File: config.mk
export PLATFORM = sky130hd
export DESIGN_NAME = ws2812_rx_decoder_flat
export DESIGN_NICKNAME = d
export VERILOG_FILES = /design/src/rtl/ws2812_rx_decoder_if.sv /design/src/rtl/ws2812_rx_decoder.sv /design/src/flat_wrapper.sv
export SDC_FILE = /design/constraint.sdc
export NUM_CORES = 1
export LEC_CHECK = 0
export ABC_CLOCK_PERIOD_IN_PS = 6800
export BUFFER_PORTS_ARGS = -buffer_cell sky130_fd_sc_hd__buf_2
export CAP_MARGIN = 20
export CORE_MARGIN = 2
export CORE_UTILIZATION = 40
export DETAILED_ROUTE_END_ITERATION = 10
export HOLD_SLACK_MARGIN = 0.15
export PLACE_DENSITY = 0.6
export SLEW_MARGIN = 20
export SYNTH_ARGS = -nofsm -noshare
export SYNTH_HDL_FRONTEND = slang
export SYNTH_SLANG_ARGS = --single-unit
File: constraint.sdc
create_clock -name clk -period 6.8 [get_ports clk]
set_clock_uncertainty 0.1 [all_clocks]
set_input_delay 1.36 -clock clk [delete_from_list [all_inputs] [get_ports clk]]
set_output_delay 1.36 -clock clk [all_outputs]
set_load 0.02 [all_outputs]
File: src/rtl/ws2812_rx_decoder_if.sv
// Pixel-stream bundle between a WS2812 receive decoder and its consumer.
// The decoder side is the master: it samples din and drives the pixel/frame outputs.
interface ws2812_rx_decoder_if #(
  parameter int IDX_W = 3
) ();
  logic             din;
  logic [23:0]      pix_data;
  logic [IDX_W-1:0] pix_idx;
  logic             pix_valid;
  logic             frame_done;
  logic             err;
  logic             busy;

  modport master (
    input  din,
    output pix_data, pix_idx, pix_valid, frame_done, err, busy
  );

  modport slave (
    output din,
    input  pix_data, pix_idx, pix_valid, frame_done, err, busy
  );
endinterface

File: src/rtl/ws2812_rx_decoder.sv
// WS2812 single-wire receiver: classifies high-pulse widths into bits, packs
// 24-bit GRB words and reports pixel, latch (frame) and protocol-error events.
module ws2812_rx_decoder #(
  parameter int NUM_LEDS     = 8,
  parameter int BIT_THRESH   = 30,
  parameter int MIN_HIGH     = 5,
  parameter int MAX_HIGH     = 60,
  parameter int RESET_CYCLES = 2500
) (
  input  logic                 clk,
  input  logic                 rst,
  ws2812_rx_decoder_if.master  bus
);

  localparam int IDX_W = (NUM_LEDS > 1) ? $clog2(NUM_LEDS) : 1;
  localparam int CW    = $clog2(RESET_CYCLES + 1);

  typedef enum logic [1:0] {SYNC, IDLE, HIGH, LOW} state_t;

  state_t           state;
  logic             s1, s2, s3;
  logic [CW-1:0]    hcnt;
  logic [CW-1:0]    lcnt;
  logic [4:0]       bitcnt;
  logic [15:0]      pixcnt;
  logic [23:0]      sreg;
  logic             pend;
  logic [IDX_W-1:0] pend_idx;
  logic             rise, fall;

  assign rise = s2 & ~s3;
  assign fall = ~s2 & s3;

  always_ff @(posedge clk) begin
    if (rst) begin
      // NOTE: every register here, synchronizer included, is cleared in reset and
      // updated with <= only, so all branches see the same pre-edge values.
      s1             <= 1'b0;
      s2             <= 1'b0;
      s3             <= 1'b0;
      state          <= SYNC;
      hcnt           <= '0;
      lcnt           <= '0;
      bitcnt         <= '0;
      pixcnt         <= '0;
      sreg           <= '0;
      pend           <= 1'b0;
      pend_idx       <= '0;
      bus.pix_data   <= '0;
      bus.pix_idx    <= '0;
      bus.pix_valid  <= 1'b0;
      bus.frame_done <= 1'b0;
      bus.err        <= 1'b0;
      bus.busy       <= 1'b0;
    end else begin
      {s3, s2, s1}   <= {s2, s1, bus.din};
      bus.frame_done <= 1'b0;
      bus.err        <= 1'b0;
      bus.pix_valid  <= pend;
      pend           <= 1'b0;
      // Completed pixel is published one cycle after the closing fall.
      if (pend) begin
        bus.pix_data <= sreg;
        bus.pix_idx  <= pend_idx;
      end

      case (state)
        SYNC: begin
          if (s2) begin
            lcnt <= '0;
          end else if (lcnt == CW'(RESET_CYCLES - 1)) begin
            lcnt  <= '0;
            state <= IDLE;
          end else begin
            lcnt <= lcnt + CW'(1);
          end
        end

        IDLE: begin
          bitcnt <= '0;
          pixcnt <= '0;
          if (rise) begin
            hcnt     <= CW'(1);
            bus.busy <= 1'b1;
            state    <= HIGH;
          end
        end

        HIGH: begin
          if (fall) begin
            if (hcnt < CW'(MIN_HIGH)) begin
              // The fall sample is already the first low of the re-sync gap.
              bus.err  <= 1'b1;
              bus.busy <= 1'b0;
              lcnt     <= CW'(1);
              state    <= SYNC;
            end else begin
              sreg  <= {sreg[22:0], (hcnt >= CW'(BIT_THRESH))};
              lcnt  <= CW'(1);
              state <= LOW;
              if (bitcnt == 5'd23) begin
                bitcnt <= '0;
                if (pixcnt < 16'(NUM_LEDS)) begin
                  pend     <= 1'b1;
                  pend_idx <= pixcnt[IDX_W-1:0];
                end else begin
                  bus.err <= 1'b1;
                end
                if (pixcnt != '1) pixcnt <= pixcnt + 16'd1;
              end else begin
                bitcnt <= bitcnt + 5'd1;
              end
            end
          end else if (hcnt == CW'(MAX_HIGH - 1)) begin
            bus.err  <= 1'b1;
            bus.busy <= 1'b0;
            lcnt     <= '0;
            state    <= SYNC;
          end else begin
            hcnt <= hcnt + CW'(1);
          end
        end

        LOW: begin
          if (rise) begin
            hcnt  <= CW'(1);
            state <= HIGH;
          end else if (lcnt == CW'(RESET_CYCLES - 1)) begin
            if (bitcnt != '0)       bus.err        <= 1'b1;
            else if (pixcnt != '0)  bus.frame_done <= 1'b1;
            bus.busy <= 1'b0;
            state    <= IDLE;
          end else begin
            lcnt <= lcnt + CW'(1);
          end
        end

        default: state <= SYNC;
      endcase
    end
  end

endmodule
File: src/flat_wrapper.sv
// flat-port wrapper written by rule: the top's interface ports become plain ports
module ws2812_rx_decoder_flat 
#(
  parameter int NUM_LEDS     = 8,
  parameter int BIT_THRESH   = 30,
  parameter int MIN_HIGH     = 5,
  parameter int MAX_HIGH     = 60,
  parameter int RESET_CYCLES = 2500
)
  (clk, rst, bus_din, bus_pix_data, bus_pix_idx, bus_pix_valid, bus_frame_done, bus_err, bus_busy);
  ws2812_rx_decoder_if bus_i ();
  input  logic clk;
  input  logic rst;
  input wire logic [$bits(bus_i.din)-1:0] bus_din;
  output wire logic [$bits(bus_i.pix_data)-1:0] bus_pix_data;
  output wire logic [$bits(bus_i.pix_idx)-1:0] bus_pix_idx;
  output wire logic [$bits(bus_i.pix_valid)-1:0] bus_pix_valid;
  output wire logic [$bits(bus_i.frame_done)-1:0] bus_frame_done;
  output wire logic [$bits(bus_i.err)-1:0] bus_err;
  output wire logic [$bits(bus_i.busy)-1:0] bus_busy;
  assign bus_i.din = bus_din;
  assign bus_pix_data = bus_i.pix_data;
  assign bus_pix_idx = bus_i.pix_idx;
  assign bus_pix_valid = bus_i.pix_valid;
  assign bus_frame_done = bus_i.frame_done;
  assign bus_err = bus_i.err;
  assign bus_busy = bus_i.busy;
  ws2812_rx_decoder #(.NUM_LEDS(NUM_LEDS), .BIT_THRESH(BIT_THRESH), .MIN_HIGH(MIN_HIGH), .MAX_HIGH(MAX_HIGH), .RESET_CYCLES(RESET_CYCLES)) u_core (.clk(clk), .rst(rst), .bus(bus_i));
endmodule
After elaboration in Yosys (flattened, before gate mapping)

Index checks and enable logic that the tools add are counted.

$add $sub $neg: 4
Magnitude comparators: 3
Eq/ne operators: 21
Muxes and demuxes: 46
Bitwise operators: 10
Reduce and logical (&&, ||, !) cells: 18

Operators with widths:

| kind                                                                          | number |
|---|---|
| 12-bit two-way mux                                                            | 9 |
| 16-bit two-way mux                                                            | 4 |
| 12-bit case mux with 3 select lines                                           | 1 |
| 16-bit case mux with 2 select lines                                           | 1 |
| 12-bit by 1-bit adder with 12-bit output, second input constant               | 2 |
| 12-bit case mux with 2 select lines                                           | 1 |
| 16-bit by 1-bit adder with 16-bit output, second input constant               | 1 |
| 16-bit by 4-bit less-than comparator with 1-bit output, second input constant | 1 |
| 1-bit two-way mux                                                             | 16 |
| 16-bit inequality test, second input constant                                 | 1 |
| 16-bit nonzero test                                                           | 1 |
| 5-bit two-way mux                                                             | 3 |
| 2-bit two-way mux                                                             | 7 |
| 12-bit equality test, second input constant                                   | 1 |
| 12-bit by 6-bit equality test with 1-bit output, second input constant        | 1 |
| 12-bit by 5-bit >= comparator with 1-bit output, second input constant        | 1 |
| 12-bit by 3-bit less-than comparator with 1-bit output, second input constant | 1 |
| 2-bit by 1-bit inequality test with 1-bit output, second input constant       | 6 |
| 2-bit inequality test, second input constant                                  | 6 |
| 5-bit case mux with 2 select lines                                            | 1 |
| 5-bit AND reduction                                                           | 2 |
| 5-bit OR reduction                                                            | 2 |
| 3-bit AND reduction                                                           | 3 |
| 1-bit NOT                                                                     | 8 |
| other kinds (17)                                                              | 22 |

Bits in registers: 109
Bits of input ports: 3
Output and inout bits: 31
Word-level logic and storage cells: 119

Depth between registers and ports, before layout

Depth after elaboration: 6
Mapped depth: 9
Gate-level depth less buffers: 7

Least setup slack after synthesis

No wires, ideal clock.

Kind: input to register
From: input port rst
To: register u_core.bus.pix_data[0]
Setup time: 0.128 ns
Data arrival time: 2.183 ns
Data required time: 6.572 ns
Setup slack: 4.389 ns
Stages: 4
Buffers on the path: 3
Path through: clkbuf_1 clkbuf_1 buf_1 nor2_1

RTL lines:

| element                | RTL line                   | source |
|---|---|---|
| start: declaration     | flat_wrapper.sv:13         | `input logic rst;` |
| end signal: assignment | ws2812_rx_decoder.sv:63    | `bus.pix_data <= sreg;` |
| end: declaration       | ws2812_rx_decoder_if.sv:16 | `output pix_data, pix_idx, pix_valid, frame_done, err, busy` |

No word-level cell between the ends.

Worst setup path after layout

From: register u_core.state[0]
To: register u_core.pixcnt[5]

Longest elaborated chain between the ends: 3
Elaborated cells on any way between the ends: 9
Those cells by class: eq/ne (6); mux (1); reduce/logical (2)

Ends and longest elaborated chain:

| element                                                                                      | RTL line                 | source |
|---|---|---|
| start: declaration                                                                           | ws2812_rx_decoder.sv:20  | `state_t state;` |
| start signal: assignment                                                                     | ws2812_rx_decoder.sv:41  | `state <= SYNC;` |
| start signal: assignment                                                                     | ws2812_rx_decoder.sv:73  | `state <= IDLE;` |
| start signal: assignment                                                                     | ws2812_rx_decoder.sv:85  | `state <= HIGH;` |
| 2-bit equality test / 2-bit by 1-bit equality test with 1-bit output (equally long branches) | ws2812_rx_decoder.sv:67  | `case (state)` |
| 2-bit by 1-bit inequality test with 1-bit output (no source line) (tied with other cells)    | n/a                      |  |
| 5-bit AND reduction (no source line)                                                         | n/a                      |  |
| end signal: assignment                                                                       | ws2812_rx_decoder.sv:109 | `if (pixcnt != '1) pixcnt <= pixcnt + 16'd1;` |
| end: declaration                                                                             | ws2812_rx_decoder.sv:25  | `logic [15:0] pixcnt;` |

Several ways; a longest one is shown, not always the timed one.
A chain may end at the register's enable or synchronous reset.

==> flow_metrics.py <==
metrics = {
    "status": {
        "status": "finished clean",
    },
    "clock_network": {
        "cts_sinks": 109,
        "numCtsBuffers": 9,
        "cts.clk_slew.worst_paths_ps": 70,
        "htreeDepth": 3,
        "holdBufCountCts": 0,
        "clk_path_buf_depth": 2,
        "postCtsSetupBuffers": 0,
        "cts_tree": "done",
        "cts_root_buffer": "clkbuf_16",
        "cts_resized": 0,
        "clk_latency_ps": 350,
    },
    "yosys": {
        "yosysSeqAreaShare_pct": 43.53,
        "synth_nets": 589,
        "ys.flop_type": "dfxtp_1",
        "ys_seq_elements": 109,
        "netlist.top_cell.by_area": "dfxtp_1",
        "syn-cell-area_sq_um": 5012,
        "synth_edf_count": 0,
        "synth_cells": 574,
        "synth_top_area_share_pct": 43.53,
        "synthTopCellsByArea": "dfxtp_1, mux2i_1, nand2_1",
        "async_flop_share_pct": 0,
        "synth_cell_types": 67,
        "syn_avg_cell_area_sq_um": 8.732,
        "yosysWarnings": 0,
    },
    "timing": {
        "min_period_over_period_pct": 43.19,
        "maxSlewHeadroom_pct": 36.25,
        "rsz0062_at_grt": "no",
        "timing.final.crit_period_ps": 2937,
        "setup_tns_ps": 0,
        "hold_viol": 0,
        "max_freq_ghz": 0.3405,
        "setup_viol": 0,
        "worst_pin_slew_ps": 932.2,
        "slew_viol_final": 0,
    },
    "global_route": {
        "grt_use_total_pct": 16.10,
        "antenna_found_initial": 0,
        "grt_pass1_wl_microns": 17720,
        "grt_pass1_vias": 3749,
        "grt_max_degree": 81,
        "grt_overflow_total": 0,
    },
    "power": {
        "irDropWorstVdd_uv": 126.0,
        "p_leak_nw": 1.930,
        "power_density_nw_per_um2": 225.2,
    },
    "place": {
        "gp_congestion": 0.8123,
        "io_buffers": 33,
        "placed_cell_area_sq_um": 5289,
        "dp_hpwl_microns": 6931,
    },
    "routing": {
        "wl_microns": 10390,
        "first_iter_violations": 406,
        "viasPerCell": 5.322,
        "drc": 0,
        "wl_per_cell_microns": 13.56,
        "first_pass_iters": 5,
        "ant_nets": 0,
        "routed-via-count": 4077,
    },
    "floorplan": {
        "ios": 34,
        "fp.dieW_microns": 115.9,
        "die_h_microns": 115.9,
        "initial_utilization_pct": 41.38,
        "core_sq_um": 12110,
        "core.rowCount": 40,
        "die_area_sq_um": 13440,
    },
    "finish": {
        "fin_nets": 608,
        "diodes": 0,
        "utilization_pct": 46.21,
        "fillers": 1201,
        "drive_above_1_share_pct": 11.04,
        "syn_to_final_growth_pct": 11.66,
        "design_area_sq_um": 5597,
    },
    "setup_path": {
        "startpoint_type": "flip-flop",
        "crit_type": "reg -> reg",
        "cp.arrival_ps": 3060,
        "worst_setup_path_end_kind": "flip-flop",
        "crit_path_max_fanout": 26,
        "worstPathRequired_ps": 6930,
    },
    "run": {
        "max-cap-violations": 0,
    },
    "hold_path": {
        "hp-class": "reg -> reg",
    },
}
[registers in the layout (all words and copies together), names as in the netlist]
name                   cells
u_core.bitcnt              5
u_core.pend_idx            3
u_core.state               2
u_core.bus.pix_idx         3
u_core.s1                  1
u_core.hcnt               12
u_core.pixcnt             16
u_core.s2                  1
u_core.bus.pix_data       24
u_core.bus.busy            1
u_core.bus.pix_valid       1
u_core.lcnt               12
u_core.sreg               24
u_core.bus.frame_done      1
u_core.pend                1
u_core.bus.err             1
u_core.s3                  1
[worst paths after layout]
check,from,endpoint,slack (ps),cells past startpoint
worst max-delay path,u_core.state[0]$_SDFFE_PP0P_,u_core.pixcnt[5]$_SDFFE_PP0P_,3860,6
worst min-delay path,u_core.s1$_SDFF_PP0_,u_core.s2$_SDFF_PP0_,360,1
worst max register to register,u_core.state[0]$_SDFFE_PP0P_,u_core.pixcnt[5]$_SDFFE_PP0P_,3860,6
worst min register to register,u_core.s1$_SDFF_PP0_,u_core.s2$_SDFF_PP0_,360,1
[cells by family (layout without fill, tap and decap cells)]
logic type,count (synthesis),in the layout,share of synthesized area (%)
flip-flops,109,109,43.53
buffers and inverters,43,67,3.544
multiplexers,36,36,7.214
adder cells (fa/ha/maj),12,12,2.995
XOR/XNOR,15,15,2.621
AND/OR/NAND/NOR,245,245,25.16
AO/OA/AOI/OAI,114,114,14.93
[through the flow]
| step | hold WS (ps) | total power, mW | instances | worst slack [ps] |
|---|---|---|---|---|
| finish | 364.3 | 1.260 | 766 | 3863 |
| global route | 386.9 | 1.314 | 766 | 3558 |
| CTS | 361.7 | 1.278 | 766 | 3875 |
| detailed placement | 339.5 | 0.7328 | 750 | 3768 |
| global placement | 332.7 | 0.7307 | 750 | 3863 |
| floorplan | 313.8 | 0.7181 | 574 | 4389 |
[placed cells by master, fill, tap and decap left out, drive strengths merged, types with 3 or more instances in the layout]
master	netlist	layout
mux2i	35	35
nand3	23	23
inv	14	17
xor2	15	15
nor3	5	5
and3	6	6
a21oi	47	47
nand2b	8	8
o31a	3	3
ha	12	12
nand4b	3	3
nor2	61	61
buf	11	36
clkinv	1	3
o211ai	7	7
o21ai	18	18
and4	3	3
clkbuf	17	10
o21a	4	4
nor2b	6	6
nand4	14	14
or3	5	5
a211oi	4	4
or4	8	8
nor4b	4	4
o31ai	6	6
nor4	13	13
and2	5	5
dfxtp	109	109
nand2	69	69
a21boi	3	3
[cell usage after synthesis (5+ instances only)]
| master | number |
|---|---|
| ha_1 | 12 |
| clkbuf_1 | 17 |
| nand2b_1 | 8 |
| nand2_1 | 69 |
| inv_1 | 14 |
| nand3_1 | 23 |
| and3_1 | 6 |
| or4_1 | 7 |
| o21ai_0 | 15 |
| or3_1 | 5 |
| dfxtp_1 | 109 |
| o31ai_1 | 6 |
| and2_1 | 5 |
| nand4_1 | 14 |
| a21oi_1 | 47 |
| nor3_1 | 5 |
| nor4_1 | 12 |
| o211ai_1 | 5 |
| xor2_1 | 15 |
| mux2i_1 | 35 |
| nor2b_1 | 6 |
| nor2_1 | 61 |
[final cells by class]
class	count	area, sq um	area share (%)
clock buffers	10	229.0	4.091
clock inverters	6	78.83	1.408
inverters	15	56.30	1.006
multi-input cells	422	2653	47.40
flip-flops and latches	109	2182	38.99
well taps	168	210.2	3.756
repair buffers	36	187.7	3.353
[where the power goes]
part	switching [mW]	total (mW)	internal (mW)
Sequential	0.00951	0.654	0.645
Combinational	0.0426	0.0636	0.0210
Clock	0.249	0.543	0.294
Total	0.301	1.26	0.959
[critical path: stages, from the launching register on]
cell and delay [ps]:
dfxtp_1 380, inv_1 150, ha_1 550, clkinv_1 410, o211ai_2 840, nor4_1 210, mux2i_1 160
[per-layer routing]
metal / GRT usage [%] / wire [microns] / vias to the layer above
met5: 0 / 0 / -
met4: 3.571 / 65 / 0
met3: 4.603 / 414 / 6
met2: 25.93 / 4571 / 70
met1: 21.57 / 5335 / 1905
li1: - / - / 2096
Note: power is estimated with default switching activity, not from simulation.
